<file path="src/rtl/regfile_dump_reader.sv">
// Debug read-out engine: walks a wrapping register range through a combinational
// register-file read port and streams {addr, data} beats over valid/ready.
module regfile_dump_reader #(
  parameter int unsigned NUM_REGS = 32,
  parameter int unsigned ADDR_W   = 5,
  parameter int unsigned DATA_W   = 32
) (
  input  logic              clk,
  input  logic              reset,
  input  logic              start,
  input  logic [ADDR_W-1:0] first_addr,
  input  logic [ADDR_W-1:0] last_addr,
  input  logic              abort,
  output logic [ADDR_W-1:0] rf_addr,
  input  logic [DATA_W-1:0] rf_rdata,
  output logic              out_valid,
  input  logic              out_ready,
  output logic [ADDR_W-1:0] out_addr,
  output logic [DATA_W-1:0] out_data,
  output logic              out_last,
  output logic              busy,
  output logic              done
);

  typedef enum logic [1:0] {StIdle, StRead, StSend, StDone} state_e;

  state_e              state_q, state_d;
  logic [ADDR_W-1:0]   cur_addr_q, cur_addr_d;
  logic [ADDR_W-1:0]   end_addr_q, end_addr_d;
  logic [ADDR_W-1:0]   out_addr_q, out_addr_d;
  logic [DATA_W-1:0]   out_data_q, out_data_d;
  logic                out_last_q, out_last_d;
  logic                out_valid_q, out_valid_d;
  logic [ADDR_W-1:0]   next_addr;

  // Wrap explicitly so non-power-of-two register counts still work.
  assign next_addr = (cur_addr_q == ADDR_W'(NUM_REGS - 1)) ? '0 : cur_addr_q + ADDR_W'(1);

  always_comb begin
    state_d     = state_q;
    cur_addr_d  = cur_addr_q;
    end_addr_d  = end_addr_q;
    out_addr_d  = out_addr_q;
    out_data_d  = out_data_q;
    out_last_d  = out_last_q;
    out_valid_d = out_valid_q;

    unique case (state_q)
      StIdle: begin
        if (start) begin
          cur_addr_d = first_addr;
          end_addr_d = last_addr;
          state_d    = StRead;
        end
      end
      StRead: begin
        out_data_d  = rf_rdata;
        out_addr_d  = cur_addr_q;
        out_last_d  = (cur_addr_q == end_addr_q);
        out_valid_d = 1'b1;
        state_d     = StSend;
      end
      StSend: begin
        if (out_ready) begin
          out_valid_d = 1'b0;
          if (out_last_q) begin
            state_d = StDone;
          end else begin
            cur_addr_d = next_addr;
            state_d    = StRead;
          end
        end
      end
      StDone: state_d = StIdle;
      default: state_d = StIdle;
    endcase

    // Abort wins over a same-cycle handshake.
    if (abort && (state_q != StIdle)) begin
      state_d     = StIdle;
      cur_addr_d  = cur_addr_q;
      out_valid_d = 1'b0;
      out_last_d  = 1'b0;
    end
  end

  always_ff @(posedge clk or posedge reset) begin
    if (reset) begin
      state_q     <= StIdle;
      cur_addr_q  <= '0;
      end_addr_q  <= '0;
      out_addr_q  <= '0;
      out_data_q  <= '0;
      out_last_q  <= 1'b0;
      out_valid_q <= 1'b0;
    end else begin
      state_q     <= state_d;
      cur_addr_q  <= cur_addr_d;
      end_addr_q  <= end_addr_d;
      out_addr_q  <= out_addr_d;
      out_data_q  <= out_data_d;
      out_last_q  <= out_last_d;
      out_valid_q <= out_valid_d;
    end
  end

  assign rf_addr   = cur_addr_q;
  assign out_valid = out_valid_q;
  assign out_addr  = out_addr_q;
  assign out_data  = out_data_q;
  assign out_last  = out_last_q;
  assign busy      = (state_q != StIdle);
  assign done      = (state_q == StDone);

endmodule

</file>
<file path="config.mk">
export PLATFORM = sky130hd
export DESIGN_NAME = regfile_dump_reader
export DESIGN_NICKNAME = d
export VERILOG_FILES = /design/src/rtl/regfile_dump_reader.sv
export SDC_FILE = /design/constraint.sdc
export NUM_CORES = 1
export LEC_CHECK = 0
export BUFFER_PORTS_ARGS = -buffer_cell sky130_fd_sc_hd__buf_2
export CORE_AREA = 2 2 69 71
export DETAILED_ROUTE_END_ITERATION = 10
export DIE_AREA = 0 0 71 73
export PLACE_DENSITY = 0.8
export SLEW_MARGIN = 0
export SYNTH_ARGS = -nofsm -noshare
export SYNTH_HDL_FRONTEND = slang
export SYNTH_SLANG_ARGS = --single-unit
</file>
<file path="constraint.sdc">
create_clock -name clk -period 2.7 [get_ports clk]
set_clock_uncertainty 0.1 [all_clocks]
set_input_delay 0 -clock clk [delete_from_list [all_inputs] [get_ports clk]]
set_output_delay 0 -clock clk [all_outputs]
set_load 0.02 [all_outputs]
</file>
==> summary.txt <==
Outcome
  – Status: finished, final reports clean

Yosys
  – Synth Register Bits: 51
  – Post-synth cell types: 32
  – Post-Synth XOR/XNOR Area: 2.03%
  – Post-synth EDFFs: 0
  – Count leader, synth: dfrtp_1
  – Syn avg cell area: 13.8 um^2
  – Post-synthesis mux area share: 22.9%
  – Synth Area in Compound Gates: 5.39%
  – Top area cells in the synthesized netlist: dfrtp_1 (59%), mux2_2 (23%), xnor2_1 (1.6%)
  – Top cell type's share of synthesized area: 59.1%
  – Cell Area, Synth: 2160 um^2
  – Adder-cell share of the synthesized area: 1.16%
  – Sequential share of the synthesized area: 59.1%
  – Simple-Gate Fraction of Synth Area: 6.26%
  – Dominant combinational cell family by area after synthesis: multiplexers
  – Dominant cell type by area after synthesis: dfrtp_1
  – Synthesized instance count: 157
  – Synth cell count leaders: dfrtp_1 (51), mux2_2 (44), inv_1 (7), buf_2 (6), nand2_1 (5)
  – Async set-or-reset flop fraction in the synthesized netlist: 100%
  – Top FF cell, synth: dfrtp_1
  – YS warnings: 0
  – Synth Net Count: 206

Worst setup path
  – R2R depth: 2
  – Crit path DAT: 2.13 ns
  – CP startpoint kind: register
  – Req. time, crit path: 2.79 ns
  – R2R Path End: out_data[22]
  – Worst flop-to-flop path startpoint: state_q[1]
  – Reg2reg setup slack: 0.66 ns
  – CP Max Fanout: 39
  – Worst setup EP type: register
  – Setup CP Type: register to register

CTS
  – Post-CTS Setup Repair Bufs: 0
  – CTS tree: built
  – Clock sinks: 51
  – Maximum buffer depth of the clock tree: 2
  – Depth of the CTS H-tree: 2
  – Worst-Skew Late Latency: 0.30 ns
  – Clk pin slew, worst setup/hold paths: 0.09 ns
  – CTS buffer count: 5
  – Root buffer cell: clkbuf_8

GRT
  – Tot GR Track Use: 21.6%
  – Initial antenna violation count: 0
  – Pin count of the biggest net entering global routing: 52
  – First-pass GRT wire length: 8.48 mm
  – GRT overflow: 0
  – Vias in the first global route: 1784

Timing
  – Worst-margin pin slew: 1.03 ns
  – Hold WS: 0.353 ns
  – Setup TNS Final: 0 ns
  – Final Slew Violations: 0
  – RSZ-0062 raised after global routing: no
  – Achievable Freq: 491 MHz
  – Hold Fails Final Rpt: 0
  – Setup ws final: 0.662 ns
  – Part of the cycle the worst path needs: 75.5%
  – Period minus WS final: 2.04 ns
  – Max_slew headroom: 31.3%
  – Final setup fails: 0

Min path
  – Hold endpoint: out_data[4]
  – Hold crit path type: input port to register
  – Hold Startpoint: rf_rdata[4]
  – Hold Path Stages: 3

Pwr
  – Switching power: 1.03 mW
  – Pwr per Cell Area: 869 nW/um^2
  – Comb power frac: 39.1%
  – Cell Int Power: 1.77 mW
  – Seq pwr share: 42.3%
  – Max VDD drop: 0.468 mV
  – LEAKAGE: 1.53 nW
  – Switching Share: 36.7%
  – Part of the power in the clock network: 18.6%

Final layout
  – Synthesis-to-finish area growth: 49.2%
  – Sequential cell area: 1280 um^2
  – # fillers: 318
  – Number of nets in the layout: 344
  – Layout cell share with drive strength beyond 1: 49.5%
  – Final core utilization: 71.1%
  – Area of the multi-input gates: 818 um^2
  – Post-route cell area: 3220 um^2
  – Ant diodes: 0

Routing
  – # DRC: 0
  – Total length of routed met2 wires: 3.11 mm
  – Routed length per instance: 15.7 um
  – Met3 wire length: 220 um
  – DR iter-0 viols: 90
  – Top Layer Used: met4
  – Via count: 1775
  – Drt first pass iters: 4
  – Total wire length: 5.47 mm
  – Post-route ant nets: 0
  – Via/cell ratio: 5.09
  – M1 wire length: 2.03 mm

Placement
  – RePlAce Congestion: 0.825
  – Area post-placement: 2660 um^2
  – Post-DP HPWL: 3.24 mm
  – Worst slack, placed: 0.666 ns
  – PortBufs: 92

Die
  – Num ports: 93
  – Die area: 5180 um^2
  – Die X: 71 um
  – Initial Util: 47.6%
  – Core area: 4540 um^2
  – Cell Rows: 25
  – Die Ht: 73 um

Job
  – Number of max-cap violations: 0
## registers in the layout, indices dropped and copies added (netlist names)
name,count
rf_addr,5
out_valid,1
state_q,2
out_last,1
end_addr_q,5
out_data,32
out_addr,5
## critical path, stage by stage, from the launching register on
cell and delay, ns:
dfrtp_1 0.58, nand2b_2 0.79, mux2_2 0.44
## placed cells by master, fill, tap and decap left out, types with 3 or more instances in the layout
cell type,n
buf_2,92
clkbuf_8,5
dfrtp_1,51
dlygate4sd3_1,46
inv_1,6
mux2_2,44
nand2_1,5
nand2b_1,3
o21ai_0,4
xnor2_1,4
## through the flow
step | std cells | total power [mW]
3_5_place_dp | 296 | 2.23
4_1_cts | 349 | 2.80
5_1_grt | 349 | 2.95
6_report | 349 | 2.80
2_1_floorplan | 157 | 1.86
3_3_place_gp | 296 | 2.19
## final cells by class
cell class,instances,share of cell area (%)
Clock buffer,5,2.14
Clock inverter,2,1.16
Inverter,7,0.815
Multi-Input combinational cell,91,25.4
Sequential cell,51,39.6
Tap cell,54,2.10
Timing Repair Buffer,139,28.8
## how the worst max path moves through the flow
stage	from	endpoint	slack, ns	depth (start not counted)
2_1_floorplan	rf_addr[0]	rf_addr[3]	0.78	7
3_3_place_gp	state_q[1]	out_data[13]	0.72	2
3_5_place_dp	state_q[1]	out_data[6]	0.67	2
4_1_cts	state_q[1]	out_data[6]	0.64	2
5_1_grt	state_q[1]	out_data[22]	0.56	2
6_report	state_q[1]	out_data[22]	0.66	2
## cells by family after synthesis
| logic type | count (synthesis) |
|---|---|
| AO/OA/AOI/OAI | 17 |
| buffers and inverters | 15 |
| multiplexers | 44 |
| flip-flops | 51 |
| AND/OR/NAND/NOR | 23 |
| XOR/XNOR | 5 |
| adder cells (fa/ha/maj) | 2 |
## power by group through the flow
stage          sequential, mW  combinational (mW)  clock, mW
2_1_floorplan            1.46               0.403          0
3_3_place_gp             1.18                1.01          0
3_5_place_dp             1.20                1.03          0
4_1_cts                  1.18                1.09      0.528
5_1_grt                  1.22                1.17      0.555
6_report                 1.18                1.09      0.522
## per-layer routing
| metal | vias up | GRT usage, % |
|---|---|---|
| li1 | 825 | - |
| met1 | 872 | 23.6 |
| met2 | 66 | 40.6 |
| met3 | 12 | 4.42 |
| met4 | 0 | 9.22 |
| met5 | - | 0 |
## what timing repair did
item                                   CTS  global route
hold buffers                            46             0
endpoints found under the hold margin   97             0
resized for setup                        0             0
(Power assumes the default switching activity.)
